`src/rtl/if_fetch_pkg.sv`:
```
`default_nettype none
// ----------------------------------------------------------------
// if_fetch_pkg : shared widths, reset PC and fetch FSM encoding
// Revision     : 1.0
// ----------------------------------------------------------------
package if_fetch_pkg;

  localparam int          c_ADDR_W     = 32;
  localparam int          c_INST_W     = 32;
  localparam logic [31:0] c_RESET_PC   = 32'hBFC0_0000;
  localparam logic [31:0] c_PC_STEP    = 32'd4;
  localparam logic [31:0] c_INST_NOP   = 32'h0000_0000;
  localparam logic [31:0] c_ALIGN_MASK = 32'hFFFF_FFFC;

  typedef enum logic [1:0] {
    S_BOOT  = 2'd0,
    S_FETCH = 2'd1,
    S_HOLD  = 2'd2
  } fetch_state_e;

  function automatic logic [c_ADDR_W-1:0] align_word(input logic [c_ADDR_W-1:0] i_a);
    return i_a & c_ALIGN_MASK;
  endfunction

endpackage
`default_nettype wire

```
`src/rtl/fetch_pc_sel.sv`:
```
`default_nettype none
// ----------------------------------------------------------------
// fetch_pc_sel : next-PC priority mux (branch > redirect > step)
// Revision     : 1.0
// ----------------------------------------------------------------
module fetch_pc_sel
  import if_fetch_pkg::*;
#(
  parameter logic [c_ADDR_W-1:0] PC_STEP = c_PC_STEP
) (
  input  logic [c_ADDR_W-1:0] i_pc,
  input  logic                i_branch_take,
  input  logic [c_ADDR_W-1:0] i_branch_addr,
  input  logic                i_redir_pend,
  input  logic [c_ADDR_W-1:0] i_redir_tgt,
  output logic [c_ADDR_W-1:0] o_next_pc
);

  always_comb begin
    o_next_pc = i_pc + PC_STEP;
    if (i_branch_take) begin
      o_next_pc = align_word(i_branch_addr);
    end else if (i_redir_pend) begin
      o_next_pc = align_word(i_redir_tgt);
    end
  end

endmodule
`default_nettype wire

```
`src/rtl/if_fetch.sv`:
```
`default_nettype none
// ----------------------------------------------------------------
// if_fetch : PC owner, ROM request FSM and IF/ID pipeline register
// Revision : 1.0
// ----------------------------------------------------------------
module if_fetch
  import if_fetch_pkg::*;
#(
  parameter logic [c_ADDR_W-1:0] RESET_PC = c_RESET_PC,
  parameter logic [c_ADDR_W-1:0] PC_STEP  = c_PC_STEP
) (
  input  logic                clk,
  input  logic                rst_n,
  input  logic                i_stall,
  input  logic                i_branch_flag,
  input  logic [c_ADDR_W-1:0] i_branch_addr,
  output logic                o_rom_en,
  output logic [c_ADDR_W-1:0] o_rom_addr,
  input  logic                i_rom_valid,
  input  logic [c_INST_W-1:0] i_rom_inst,
  output logic [c_ADDR_W-1:0] o_if_addr,
  output logic [c_INST_W-1:0] o_if_inst,
  output logic                o_if_valid
);

  fetch_state_e        r_state;
  logic [c_ADDR_W-1:0] r_pc;
  logic [c_INST_W-1:0] r_buf_inst;
  logic                r_redir_pend;
  logic [c_ADDR_W-1:0] r_redir_tgt;
  logic [c_ADDR_W-1:0] r_if_addr;
  logic [c_INST_W-1:0] r_if_inst;
  logic                r_if_valid;
  logic                r_rom_en;

  logic                w_branch_take;
  logic [c_ADDR_W-1:0] w_next_pc;

  assign w_branch_take = i_branch_flag & r_if_valid;

  fetch_pc_sel #(
    .PC_STEP (PC_STEP)
  ) u_pc_sel (
    .i_pc          (r_pc),
    .i_branch_take (w_branch_take),
    .i_branch_addr (i_branch_addr),
    .i_redir_pend  (r_redir_pend),
    .i_redir_tgt   (r_redir_tgt),
    .o_next_pc     (w_next_pc)
  );

  // The PC does not move while holding, so the buffered address is r_pc itself.
  always_ff @(posedge clk or negedge rst_n) begin
    if (!rst_n) begin
      r_state      <= S_BOOT;
      r_pc         <= RESET_PC;
      r_buf_inst   <= c_INST_NOP;
      r_redir_pend <= 1'b0;
      r_redir_tgt  <= '0;
      r_if_addr    <= '0;
      r_if_inst    <= c_INST_NOP;
      r_if_valid   <= 1'b0;
      r_rom_en     <= 1'b0;
    end else begin
      case (r_state)
        S_BOOT: begin
          r_state  <= S_FETCH;
          r_rom_en <= 1'b1;
        end
        S_FETCH: begin
          if (i_rom_valid && !i_stall) begin
            r_if_addr    <= r_pc;
            r_if_inst    <= i_rom_inst;
            r_if_valid   <= 1'b1;
            r_pc         <= w_next_pc;
            r_redir_pend <= 1'b0;
          end else if (i_rom_valid) begin
            r_buf_inst <= i_rom_inst;
            r_state    <= S_HOLD;
            r_rom_en   <= 1'b0;
          end else if (!i_stall) begin
            r_if_addr  <= '0;
            r_if_inst  <= c_INST_NOP;
            r_if_valid <= 1'b0;
            // Branch leaves decode before its delay slot arrives: remember the target.
            if (w_branch_take) begin
              r_redir_pend <= 1'b1;
              r_redir_tgt  <= i_branch_addr;
            end
          end
        end
        S_HOLD: begin
          if (!i_stall) begin
            r_if_addr    <= r_pc;
            r_if_inst    <= r_buf_inst;
            r_if_valid   <= 1'b1;
            r_pc         <= w_next_pc;
            r_redir_pend <= 1'b0;
            r_state      <= S_FETCH;
            r_rom_en     <= 1'b1;
          end
        end
        default: begin
          r_state  <= S_BOOT;
          r_rom_en <= 1'b0;
        end
      endcase
    end
  end

  assign o_rom_en   = r_rom_en;
  assign o_rom_addr = r_pc;
  assign o_if_addr  = r_if_addr;
  assign o_if_inst  = r_if_inst;
  assign o_if_valid = r_if_valid;

endmodule
`default_nettype wire

```
`config.mk`:
```
export PLATFORM = sky130hd
export DESIGN_NAME = if_fetch
export DESIGN_NICKNAME = d
export VERILOG_FILES = /design/src/rtl/if_fetch_pkg.sv /design/src/rtl/fetch_pc_sel.sv /design/src/rtl/if_fetch.sv
export SDC_FILE = /design/constraint.sdc
export NUM_CORES = 1
export LEC_CHECK = 0
export ABC_CLOCK_PERIOD_IN_PS = 4800
export BUFFER_PORTS_ARGS = -buffer_cell sky130_fd_sc_hd__buf_2
export CORE_MARGIN = 1.5
export CORE_UTILIZATION = 52
export CTS_CLUSTER_DIAMETER = 80
export DETAILED_ROUTE_END_ITERATION = 12
export GPL_ROUTABILITY_DRIVEN = 0
export GPL_TIMING_DRIVEN = 0
export PLACE_DENSITY = 0.86
export SYNTH_ARGS = -nofsm -noshare
export SYNTH_HDL_FRONTEND = slang
export SYNTH_HIERARCHICAL = 1
export SYNTH_SLANG_ARGS = --single-unit
```
`constraint.sdc`:
```
create_clock -name clk -period 4.8 [get_ports clk]
set_clock_uncertainty 0.05 [all_clocks]
set_input_delay 1.44 -clock clk [delete_from_list [all_inputs] [get_ports clk]]
set_output_delay 1.44 -clock clk [all_outputs]
set_load 0.05 [all_outputs]
```
======== Word level (Yosys, flattened, before mapping) ========
Index checks and enable logic that the tools add are counted.
word-level totals
  register bits ........................... 165
  bits of input ports ..................... 69
  logic and storage cells ................. 63
cells by class
  add/subtract/negate cells ............... 1
  equal/unequal tests ..................... 9
  multiplexer cells ....................... 30
  bitwise operators ....................... 4
  reductions and logical operators ........ 10
operators by type and width
  operator                                               number
  2-to-1 mux 32 bit                                      10
  one-hot mux 32 bit (2 select lines)                    3
  adder 32 x 3 -> 32 bit, second input constant          1
  2-to-1 mux 1 bit                                       10
  AND reduction 5 bit                                    2
  AND reduction 3 bit                                    3
  inequality test 2 bit, second input constant           4
  2-to-1 mux 2 bit                                       3
  inequality test 3 bit, second input constant           2
  one-hot mux 2 bit (3 select lines)                     1
  one-hot mux 1 bit (2 select lines)                     2
  AND reduction 4 bit                                    1
  inequality test 3 x 2 -> 1 bit, second input constant  1
  inverter 1 bit                                         3
  one-hot mux 1 bit (3 select lines)                     1
  == test 2 x 1 -> 1 bit, second input constant          1
  == test 2 bit, second input constant                   1
  zero test 2 bit                                        1
  nonzero test 2 bit                                     1
  bitwise AND 1 bit                                      1
  logical AND 1 bit                                      1
  zero test 1 bit                                        1

======== Logic depth before layout (Yosys ltp) ========
  depth after elaboration ................. 6
  gate-level depth with buffers ........... 8
  gate-level depth less buffers ........... 7

======== Cells and area by module ========
The synthesis kept the hierarchy.
by module, submodules not included
  module        times used  cells an instance  area each (µm²)  seq. area each (µm²)
  if_fetch      1           411                6391.1           4140.2
  fetch_pc_sel  1           172                1107.3           0.0

======== Worst setup path after synthesis ========
No wires, ideal clock.
  path kind ............................... input to register
  start ................................... input port i_branch_flag
  end ..................................... register r_pc[13] (netlist: o_rom_addr[13])
  setup time .............................. 0.125 ns
  data arrival time ....................... 2.758 ns
  data required time ...................... 4.625 ns
  setup slack ............................. 1.866 ns
  stages .................................. 8
  buffers on the path ..................... 2
  cell sequence ........................... and2_1 > clkbuf_1 > inv_1 > clkbuf_1 > nand2_1 > o22ai_1 > o21ba_2 > mux2_4
between the ends
  cells in the longest elaborated chain, start to end .. 4
  elaborated cells between the ends (all ways) .. 5
  classes of those cells .................. mux (4); bitwise (1)
RTL lines
  item                                         RTL line                        RTL
  start, declared                              if_fetch.sv:15                  input logic i_branch_flag,
  bitwise AND 1 bit (*)                        if_fetch.sv:39                  assign w_branch_take = i_branch_flag & r_if_valid;
  2-to-1 mux 32 bit (*)                        fetch_pc_sel.sv:21              if (i_branch_take) begin
  net w_next_pc[13]                            if_fetch.sv:37                  logic [c_ADDR_W-1:0] w_next_pc;
  2-to-1 mux 32 bit, on equally long branches  if_fetch.sv:93, if_fetch.sv:71
  one-hot mux 32 bit (2 select lines) (*)      if_fetch.sv:65                  case (r_state)
  end signal, assigned                         if_fetch.sv:75                  r_pc <= w_next_pc;
  end signal, assigned                         if_fetch.sv:97                  r_pc <= w_next_pc;
  end, declared                                if_fetch.sv:27                  logic [c_ADDR_W-1:0] r_pc;
Mark *: on every way through the listed nets, which the timed path passes. The rest lies on a longest branch. The select of a mux whose other input is x is not followed.
A chain may end at the register's enable or synchronous reset.

======== Worst setup path in the final report ========
  start ................................... input port i_branch_flag
  end ..................................... register r_pc[13] (netlist: o_rom_addr[13])
between the ends
  cells in the longest elaborated chain, start to end .. 4
  elaborated cells between the ends (all ways) .. 5
  classes of those cells .................. mux (4); bitwise (1)
RTL lines
  item                                         RTL line                        RTL
  bitwise AND 1 bit (*)                        if_fetch.sv:39
  net w_branch_take                            if_fetch.sv:36                  logic w_branch_take;
  2-to-1 mux 32 bit (*)                        fetch_pc_sel.sv:21
  net w_next_pc[13]                            if_fetch.sv:37
  2-to-1 mux 32 bit, on equally long branches  if_fetch.sv:93, if_fetch.sv:71
  one-hot mux 32 bit (2 select lines) (*)      if_fetch.sv:65
Marked as above.

==> flow_results.org <==
** Status
- Result of the run :: complete, no violations

** Place
- Pre-CTS setup slack :: 1.344 ns
- The HPWL after detailed placement is approximately 12000 microns.
- Port buffer count :: 163
- In this run the cell area measured after placement is ~8500 sq um.
- Counting tap cells, the placed design contains a total of 923 instances.

** STA
- Setup violations remaining at the end of the flow were counted as 0.
- The number of max-slew violations in the final report came to 0.
- In this run the tightest slew margin relative to its limit is 58.21%.
- Fmax :: 319.9 MHz
- Slew of the pin with the lowest slew margin :: 0.6245 ns
- The total count of hold-check failures in the final report came to 0.
- In the post-route analysis, the smallest setup slack over all paths is 1.674 ns.
- Final Cycle Share :: 65.13%
- Unrepaired setup endpoints after global routing :: false
- Crit path time final :: 3.126 ns

** Flow run
- The tool flagged a number of max-cap violations equal to 0.

** Logic synthesis
- The Yosys step of the flow raised 6 warnings.
- Syn_nets :: 649
- The mapped netlist covers approximately 7400 sq um.
- Count of mapped cells out of synthesis :: slightly below 600
- Averaged over all synthesized cells, the footprint is approximately 13 sq um.

** Clocking
- Setup Fix Bufs, Post-CTS :: 0
- Level count of the clock H-tree :: 4
- The later pin in the worst-skew pair is clocked with a latency of roughly 0.42 ns.
- The clock net in this run drives a total of 163 sinks.
- Deepest clock path buffer count :: 2
- Clock slew at reported path FFs :: 0.06 ns
- Hold_buf cts :: 0
- Cells resized by post-CTS repair :: 0
- TritonCTS clock tree :: built
- Clock buffer count from CTS :: 17
- Root buffer cell :: clkbuf_16

** Layout
- Final instance area :: 9094 sq um
- Ratio of cells with drive above 1 in the final layout :: between 40% and 50%
- In the final layout, the multi-input gates occupy 3115 sq um.
- The net count of the finished layout is 832.
- Sequential cell area :: 4090 sq um
- Most frequent cells in the layout :: buf_2 (176), dfrtp_1 (154), mux2_2 (79)
- The filler cells instantiated in the layout total 1049.
- Growth of design area from synthesis to finish :: 22.46%
- For this run, the share of the core covered by cells in the final layout is 65.26%.
- Filler-free cell count of the finished design :: 956
- Commonest non-fill, non-tap cell in the layout :: buf_2

** Drt
- DRC Markers :: 0
- Summing over every cut layer, the via total after detailed routing is 5471.
- For this block, the initial DRC count from the detailed router was approximately 320.
- In the final routed layout, each cell accounts on average for around 19 microns.
- Number of nets still failing antenna checks after routing :: 0
- Pre-antenna DRT Iters :: 5
- Number of vias per cell :: 5.723
- Total length of routed wires :: 17720 microns

** Critical path
- Worst endpoint data arrival time :: around 3.4 ns
- Type of destination of the critical path :: flip-flop
- By startpoint and endpoint, the worst setup path is classified as in2reg.
- Along the worst path, the maximum fanout reaches 10.
- The worst setup path is launched from a primary input.
- Data required time at the worst endpoint :: about 5 ns

** Power and ir drop
- Leakage :: 0.004548 uW
- Across the VDD grid, the largest voltage drop is 0.3359 mV.
- For this design the ratio of total power to cell area is between 600 and 700 nW/um^2.

** Die
- Core region area :: 13930 sq um
- From left edge to right edge, the die measures 122.5 microns.
- Y dimension of the die :: 122.5 microns
- The initial utilization of the core area, before any placement, comes to between 50% and 60%.
- Number of rows in the core area :: 43
- The die covers roughly 15000 sq um.
- Number of ports placed on the die boundary :: around 170

** Global route
- GR Util All Layers :: 24.73%
- The initial antenna violation count is 1.
- The global routing stage identified its most utilized layer as met2.
- Grt ovf :: 0
- GR met1 Demand/Resource :: 31.03%
- Global routing used 8.875% of the available met3 tracks.
- The number of global-route vias before repair is 5614.
- Entering global routing, the biggest net connects approximately 110 pins.
- The first global-routing pass estimated 28360 microns of wire.
- Met2 layer usage reported by global route :: 40.96%

** Worst hold path
- Worst min-delay path class :: reg2reg
## path summary, 6_finish.rpt
kind | start | endpoint | slack [ns] | cells after the start
min reg2reg | o_if_inst[18] | o_if_inst[18] | 0.42 | 1
max | i_branch_flag | o_rom_addr[13] | 1.67 | 9
max reg2reg | o_if_valid | o_rom_addr[13] | 2.40 | 8
min | o_if_inst[18] | o_if_inst[18] | 0.42 | 1
min in group asynchronous | rst_n | o_if_addr[10] | 0.87 | 1
max in group asynchronous | rst_n | o_rom_addr[3] | 2.92 | 2
## power breakdown
part | switching, uW | internal, uW
sequential | 446 | 1890
clock | 545 | 791
combinational | 1590 | 824
total | 2580 | 3510
## stage by stage
stage | TNS [ns] | hold slack (ns) | power, uW
after floorplan | 0 | 0.4096 | 4123
after global placement | -35.33 | 0.4043 | 4665
after detailed placement | 0 | 0.4097 | 4750
after CTS | 0 | 0.4244 | 6115
after global routing | 0 | 0.4460 | 6400
final | 0 | 0.4208 | 6090
## layer usage
metal | up-vias | routed length, microns
li1 | 2513 | -
met1 | 2742 | 7430
met2 | 202 | 8775
met3 | 14 | 1377
met4 | 0 | 132
met5 | - | 0
## registers in the layout, indices dropped and copies added (netlist names)
name,cells
r_state,2
r_redir_tgt,30
o_rom_addr,32
r_buf_inst,32
o_if_inst,32
o_rom_en,1
o_if_addr,32
r_redir_pend,1
o_if_valid,1
## cell type report
class | instances | share of cell area [%]
diodes | 1 | 0.02752
repair buffers | 164 | 9.384
well taps | 180 | 2.477
inverters | 7 | 0.2889
multi-input cells | 370 | 34.26
plain buffers | 39 | 2.133
clock inverters | 13 | 1.472
flip-flops and latches | 163 | 44.98
clock buffers | 19 | 4.981
## worst max-delay path, stage by stage
cell and delay, ns:
buf_2 0.10, and2_1 0.16, clkbuf_1 0.16, inv_1 0.10, clkbuf_1 0.45, nand2_1 0.34, o22ai_1 0.20, o21ba_2 0.18
mux2_4 0.25
(Power assumes the default switching activity.)
